--- config.mk ---
export PLATFORM = sky130hd
export DESIGN_NAME = branch_resolve_unit
export DESIGN_NICKNAME = d
export VERILOG_FILES = /design/src/rtl/branch_resolve_unit.sv
export SDC_FILE = /design/constraint.sdc
export NUM_CORES = 1
export LEC_CHECK = 0
export ABC_AREA = 1
export CAP_MARGIN = 20
export CORE_MARGIN = 4
export CORE_UTILIZATION = 50
export CTS_CLUSTER_SIZE = 14
export DETAILED_ROUTE_END_ITERATION = 12
export GPL_TIMING_DRIVEN = 0
export PLACE_DENSITY = 0.84
export SLEW_MARGIN = 20
export SYNTH_ARGS = -nofsm -noshare
export SYNTH_HDL_FRONTEND = slang
export SYNTH_SLANG_ARGS = --single-unit
--- constraint.sdc ---
create_clock -name clk -period 3.05 [get_ports clk]
set_clock_uncertainty 0.05 [all_clocks]
set_input_delay 0.305 -clock clk [delete_from_list [all_inputs] [get_ports clk]]
set_output_delay 0.305 -clock clk [all_outputs]
set_load 0.01 [all_outputs]
--- src/rtl/branch_resolve_unit.sv ---
// Execute-stage branch resolution: evaluates the real branch condition,
// trains the predictor and requests a fetch redirect on a misprediction.
module branch_resolve_unit #(
    parameter int          CNT_W    = 32,
    parameter logic [31:0] RESET_PC = 32'hBFC0_0000
) (
    input  logic             clk,
    input  logic             rst,
    input  logic             stallE,
    input  logic             flushE,
    input  logic             exc_flush,
    input  logic             branchD,
    input  logic             pred_takeD,
    input  logic [31:0]      instrD,
    input  logic [31:0]      pcD,
    input  logic [31:0]      srcaE,
    input  logic [31:0]      srcbE,
    input  logic             ds_inD,
    input  logic             redirect_ready,
    output logic             branchE,
    output logic             actual_takeE,
    output logic [31:0]      pcE,
    output logic             mispredictE,
    output logic             nullify_dsD,
    output logic             hold_req,
    output logic             redirect_valid,
    output logic [31:0]      redirect_pc,
    output logic [CNT_W-1:0] branch_cnt,
    output logic [CNT_W-1:0] mispred_cnt
);

    localparam logic [1:0] S_IDLE    = 2'd0;
    localparam logic [1:0] S_WAIT_DS = 2'd1;
    localparam logic [1:0] S_REDIR   = 2'd2;

    localparam logic [CNT_W-1:0] CNT_MAX = '1;
    localparam logic [CNT_W-1:0] CNT_ONE = {{(CNT_W-1){1'b0}}, 1'b1};

    localparam logic [5:0] OP_REGIMM = 6'b000001;
    localparam logic [5:0] OP_BEQ    = 6'b000100;
    localparam logic [5:0] OP_BNE    = 6'b000101;
    localparam logic [5:0] OP_BLEZ   = 6'b000110;
    localparam logic [5:0] OP_BGTZ   = 6'b000111;

    // E register contents
    logic        valid_q;
    logic        pred_q;
    logic [5:0]  op_q;
    logic [4:0]  rt_q;
    logic [31:0] pc_q;
    logic [31:0] tgt_q;

    logic [1:0]  state;
    logic [31:0] redir_pc_q;
    logic [CNT_W-1:0] bcnt;
    logic [CNT_W-1:0] mcnt;

    logic [31:0] offset;
    logic        legal;
    logic        cond;
    logic        a_zero;
    logic        a_neg;
    logic        likely;
    logic        resolve;
    logic        mispredict;
    logic [31:0] fix_pc;
    logic        unused_rs;

    assign offset    = {{14{instrD[15]}}, instrD[15:0], 2'b00};
    assign unused_rs = ^instrD[25:21];

    // D->E pipeline register; flushes only drop the valid bit
    always_ff @(posedge clk) begin
        if (rst) begin
            valid_q <= 1'b0;
            pred_q  <= 1'b0;
            op_q    <= '0;
            rt_q    <= '0;
            pc_q    <= RESET_PC;
            tgt_q   <= '0;
        end else if (exc_flush || flushE) begin
            valid_q <= 1'b0;
        end else if (!stallE) begin
            valid_q <= branchD;
            pred_q  <= pred_takeD;
            op_q    <= instrD[31:26];
            rt_q    <= instrD[20:16];
            pc_q    <= pcD;
            tgt_q   <= pcD + 32'd4 + offset;
        end
    end

    assign a_zero = (srcaE == 32'd0);
    assign a_neg  = srcaE[31];

    // Branch condition on forwarded operands; unknown opcodes are not branches
    always_comb begin
        legal = 1'b1;
        cond  = 1'b0;
        unique case (op_q)
            OP_BEQ:    cond = (srcaE == srcbE);
            OP_BNE:    cond = (srcaE != srcbE);
            OP_BLEZ:   cond = a_neg | a_zero;
            OP_BGTZ:   cond = !a_neg & !a_zero;
            OP_REGIMM: cond = rt_q[0] ? !a_neg : a_neg;
            default:   legal = 1'b0;
        endcase
    end

    assign likely     = (op_q == OP_REGIMM) & rt_q[1];
    assign resolve    = valid_q & legal & !stallE & (state == S_IDLE);
    assign mispredict = resolve & (cond != pred_q);
    assign fix_pc     = cond ? tgt_q : pc_q + 32'd8;

    // Redirect sequencer: wait for the delay slot, then hold until fetch takes it
    always_ff @(posedge clk) begin
        if (rst) begin
            state      <= S_IDLE;
            redir_pc_q <= RESET_PC;
        end else if (exc_flush) begin
            state <= S_IDLE;
        end else begin
            unique case (state)
                S_IDLE: begin
                    if (mispredict) begin
                        redir_pc_q <= fix_pc;
                        state      <= ds_inD ? S_REDIR : S_WAIT_DS;
                    end
                end
                S_WAIT_DS: begin
                    if (ds_inD) state <= S_REDIR;
                end
                S_REDIR: begin
                    if (redirect_ready) state <= S_IDLE;
                end
                default: state <= S_IDLE;
            endcase
        end
    end

    // Saturating performance counters
    always_ff @(posedge clk) begin
        if (rst) begin
            bcnt <= '0;
            mcnt <= '0;
        end else begin
            if (resolve && bcnt != CNT_MAX)    bcnt <= bcnt + CNT_ONE;
            if (mispredict && mcnt != CNT_MAX) mcnt <= mcnt + CNT_ONE;
        end
    end

    assign branchE        = resolve;
    assign actual_takeE   = resolve & cond;
    assign pcE            = pc_q;
    assign mispredictE    = mispredict;
    assign nullify_dsD    = resolve & likely & !cond;
    assign hold_req       = (state != S_IDLE);
    assign redirect_valid = (state == S_REDIR);
    assign redirect_pc    = redir_pc_q;
    assign branch_cnt     = bcnt;
    assign mispred_cnt    = mcnt;

endmodule

## Word-level counts from Yosys, hierarchy flattened

Index checks and enable logic that the tools add are counted.

- Bits in registers: 172
- Bits of input ports: 137
- Output and inout port bits: 134
- Word-level logic and storage cells: 68

- $add $sub $neg: 5
- Equality and inequality tests: 15
- Mux-type cells: 9
- Bitwise logic cells: 13
- Reductions and logical operators: 16

Operators by type and width:

| kind | number |
|---|---|
| 32-bit by 1-bit adder with 32-bit output (second input constant) | 2 |
| 32-bit inequality test (second input constant) | 2 |
| 32-bit by 3-bit adder with 32-bit output (second input constant) | 1 |
| 32-bit adder | 1 |
| 32-bit by 4-bit adder with 32-bit output (second input constant) | 1 |
| 32-bit == test | 1 |
| 32-bit zero test | 1 |
| 32-bit 2-to-1 mux | 1 |
| 32-bit inequality test | 1 |
| 6-bit by 3-bit == test with 1-bit output (second input constant) | 4 |
| 1-bit bitwise AND | 9 |
| 2-bit 2-to-1 mux | 4 |
| 6-bit by 1-bit == test with 1-bit output (second input constant) | 1 |
| 2-bit inequality test (second input constant) | 3 |
| 2-bit case mux with 3 select lines | 1 |
| 3-bit AND reduction | 2 |
| 1-bit case mux with 5 select lines | 1 |
| 5-bit OR reduction | 1 |
| 1-bit zero test | 4 |
| 2-bit OR reduction | 2 |
| 1-bit inverter | 3 |
| 2-bit by 1-bit == test with 1-bit output (second input constant) | 1 |
| 2-bit == test (second input constant) | 1 |
| 1-bit logical AND | 2 |
| other kinds (7) | 8 |

## Longest topological paths before layout

- Word-level depth: 9
- Depth in mapped cells: 22
- Depth with buffers taken out: 22

## Worst setup path after synthesis

OpenSTA, ideal clock, no wires.

- Kind: input to register
- Start: in instrD[1]
- End: reg tgt_q[27]
- Setup time: 109 ps
- Arrival: 2296 ps
- Data required time: 2891 ps
- Slack: 594 ps
- Stages: 20
- Path buffers: 0
- Cell sequence: ha_1 -> ha_1 -> inv_1 -> fa_1 -> nand3b_1 -> nand2_1 -> a21oi_1 -> inv_1 -> nand2_1 -> nand2_1 -> a21boi_1 -> inv_1 -> nand2_1 -> nand2_1 -> nand2_1 -> nand2_1 -> nand2_1 -> nand3_1 -> nand2_1 -> inv_1

- Cells in the longest elaborated chain, start to end: 1

RTL lines:

| item | line | text |
|---|---|---|
| start: declaration | 14 | `input logic [31:0] instrD,` |
| 32-bit adder | 89 | `tgt_q <= pcD + 32'd4 + offset;` |
| end signal: assignment | 89 |  |
| end: declaration | 51 | `logic [31:0] tgt_q;` |

No other way between the ends.
A chain may end at the register's enable or synchronous reset.

## Worst setup path after layout

- Start: in pcD[2]
- End: reg tgt_q[25]

- Cells in the longest elaborated chain, start to end: 2

RTL lines:

| item | line | text |
|---|---|---|
| start: declaration | 15 | `input logic [31:0] pcD,` |
| 32-bit by 3-bit adder with 32-bit output | 89 |  |
| 32-bit adder | 89 |  |

No other way between the ends.

==> flow_metrics.py <==
metrics = {
    "status": {
        "status": "completed",
    },
    "global_routing": {
        "grt_pass1_wl_mm": 62.9,
        "grt_pass1_vias": 11800,
        "grt_max_degree": 17,
        "grt-ovfl-total": 0,
        "antenna_found_initial": 0,
        "grtUsageTotal_pct": 30.2,
    },
    "detailed_routing": {
        "drt_iter0_markers": 1020,
        "vias": 12500,
        "drc": 0,
        "via_per_inst": 5.35,
        "drt_wl_total_mm": 40.0,
        "wl_per_cell_um": 17.1,
        "firstDrtPassIters": 6,
        "postRouteAntennaNets": 0,
    },
    "finish": {
        "area_growth_pct": 31.7,
        "n_antenna_cell": 0,
        "fin_util_pct": 67.1,
        "mostFrequentLayoutCell": "nand2_1",
        "nNetsFinal": 2235,
        "drive_gt1_share_pct": 7.12,
        "final_cell_mix": "nand2_1 (417), clkdlybuf4s50_1 (257), nor2_1 (221)",
    },
    "synth": {
        "synth-compound-area-share_pct": 12.7,
        "synth_flop_cell": "dfxtp_1",
        "ys_seq_elements": 170,
        "syn_nets": 1953,
        "synth_top_family_by_area": "simple AND/OR/NAND/NOR gates",
        "syn_inst": 1755,
        "synth_seq_area_share_pct": 29.5,
        "syn_avg_cell_area_um2": 6.57,
        "synth_adder_area_share_pct": 6.68,
        "synth-edff-count": 0,
        "async_flop_share_pct": 0,
        "synthSimpleGateAreaFrac_pct": 33.2,
        "yosysWarnings": 0,
        "ys_types": 46,
        "netlist_area_mm2": 0.0115,
        "synthMuxAreaShare_pct": 0,
        "yosys.area_share.xor_xnor_pct": 7.97,
    },
    "clocking": {
        "clock-sinks": 170,
        "tritoncts": "built",
        "clock-root-buffer": "clkbuf_16",
        "cts_made_buffers": 17,
        "htree_levels": 4,
        "path_clk_slew_ns": 0.07,
        "cts_buffer_depth": 2,
        "clock_latency_ns": 0.44,
        "hold_buffers": 0,
    },
    "floorplanning": {
        "core_mm2": 0.0226,
        "initial_utilization_pct": 51.0,
        "die_h_um": 160,
        "die_width_um": 160,
        "ioPinCount": 271,
        "fp-row-count": 55,
        "dieArea_mm2": 0.0256,
    },
    "placed_design": {
        "place_hpwl_mm": 32.1,
        "gp_congestion": 0.965,
        "io_buffer_count": 262,
    },
    "power": {
        "p_total_uw": 5690,
        "p_leak_uw": 0.00649,
        "irDropWorstVdd_uv": 374,
        "power_density_mw_per_mm2": 374,
    },
    "setup_path": {
        "max_stage_delay_ns": 0.46,
        "slowest_stage": "clkdlybuf4s50_1",
        "crit_top_cell": "inv_1",
        "start_kind": "input port",
        "cp_top_family": "simple AND/OR/NAND/NOR gates",
        "crit_chain": "clkdlybuf4s50_1, inv_1, ha_1, inv_1, ha_1, inv_1, fa_1, nand3b_1, nand2_1, a21oi_2, inv_1, nand2_1, nand2_2, a21oi_1, o21bai_1, nand2_1, nand3_1, nand3_1, nand2_1, inv_1",
        "crit_required_ns": 3.33,
        "critPathBufInv": 6,
        "crit_type": "in -> reg",
        "crit_fanout": 4,
        "end_kind": "register",
        "arrival_ns": 3.15,
    },
    "timing": {
        "finalCritPeriodShare_pct": 94.0,
        "min_period_ns": 2.87,
        "drv_slew": 0,
        "slew_headroom_pct": 42.3,
        "setup_viol": 0,
        "rsz0062_at_grt": "no",
        "hold_viol_final": 0,
        "worstMarginPinSlew_ns": 0.865,
        "timing.fmax_mhz": 349,
    },
    "hold_path": {
        "hold_class": "in -> reg",
    },
    "run": {
        "maxCapViolations": 0,
    },
}
[path summary, 6_finish.rpt]
kind	to	startpoint	slack (ns)	cells after the start
worst min-delay path	op_q[4]$_SDFFE_PP0P_	instrD[30]	0.40	3
worst max register to register	mispred_cnt[24]$_SDFFE_PP0P_	mispred_cnt[1]$_SDFFE_PP0P_	0.67	10
worst min register to register	redirect_pc[22]$_SDFFE_PP1P_	redirect_pc[22]$_SDFFE_PP1P_	0.42	2
worst max-delay path	tgt_q[25]$_SDFFE_PP0P_	pcD[2]	0.18	20
[cells in the mapped netlist (3+ instances only)]
cell | count | area, um^2
xnor2_1 | 40 | 350
nand3_1 | 75 | 375
buf_2 | 17 | 85.1
a21oi_1 | 104 | 521
nor3_1 | 47 | 235
dfxtp_1 | 170 | 3400
o21bai_1 | 5 | 37.5
o211ai_1 | 9 | 67.6
buf_4 | 5 | 37.5
nor4_1 | 19 | 119
nand4_1 | 35 | 219
ha_1 | 60 | 751
xor2_1 | 65 | 569
nor2_2 | 7 | 43.8
a21oi_2 | 20 | 175
o21ai_0 | 105 | 526
nor3_2 | 4 | 40.0
a21o_1 | 4 | 30.0
nor2_1 | 223 | 837
nand2_1 | 419 | 1570
inv_1 | 217 | 815
buf_1 | 3 | 11.3
clkbuf_1 | 34 | 128
nand3_2 | 27 | 270
a31oi_1 | 5 | 31.3
inv_2 | 5 | 18.8
[through the flow]
step	std cells	worst slack [ns]	hold WS (ns)	TNS, ns	cell area (um^2)
after floorplan	1755	0.594	0.332	0	11500
after global placement	2302	-0.418	0.395	-3.31	14500
after detailed placement	2302	-0.492	0.404	-4.07	14500
after CTS	2334	0.0791	0.401	0	15200
after global routing	2335	0.00536	0.427	0	15200
final	2335	0.182	0.405	0	15200
[layout make-up]
class,instances,area [um^2]
fill,2024,7440
timing repair buffer,263,2610
multi-input combinational,1300,7060
tap,285,357
sequential,170,3400
inverter,222,833
clock buffer,17,425
clock inverter,15,191
buffer,63,318
[state kept, by name, summed over array words and instances, names as in the netlist]
name / cells
rt_q: 2
pred_q: 1
mispred_cnt: 32
valid_q: 1
state: 2
pcE: 32
branch_cnt: 32
op_q: 6
tgt_q: 30
redirect_pc: 32
[power breakdown]
part	switching (uW)	leakage [uW]	internal, uW
Combinational	616	0.00483	465
Clock	981	0.000284	1300
Sequential	49.8	0.00138	2270
Total	1650	0.00649	4040
[cell families (layout without fill, tap and decap cells)]
group	Yosys count	after routing
simple gates	872	872
buf+inv	285	580
compound gates	262	262
flops	170	170
xor+xnor	105	105
fa+ha+maj	61	61
[metal layers]
layer  up-vias  part of all wire [%]  GRT usage, %
met4         0                   2.0          8.84
met5         -                     0             0
met2       488                    48          52.0
met1      5727                    43          39.3
li1       6235                     -             -
met3        52                   7.0          4.67
[worst register-to-register path, cell delays in order, from the launching register on]
cell     delay, ns
dfxtp_1       0.42
ha_1          0.25
inv_1         0.14
nor2_2        0.18
nand3_2       0.14
nor4_2        0.23
nand3_2       0.20
nand4_2       0.22
buf_2         0.25
nand2_1       0.10
a21oi_2       0.14
[repair_timing]
item / 4_1_cts / 5_1_grt
setup buffers: 0 / 1
pin swaps: 0 / 1
hold endpoints to repair: 0 / 0
endpoints found under the setup margin: 5 / 9
gates resized for setup: 12 / 14
Power figures use the tool's default switching activity.
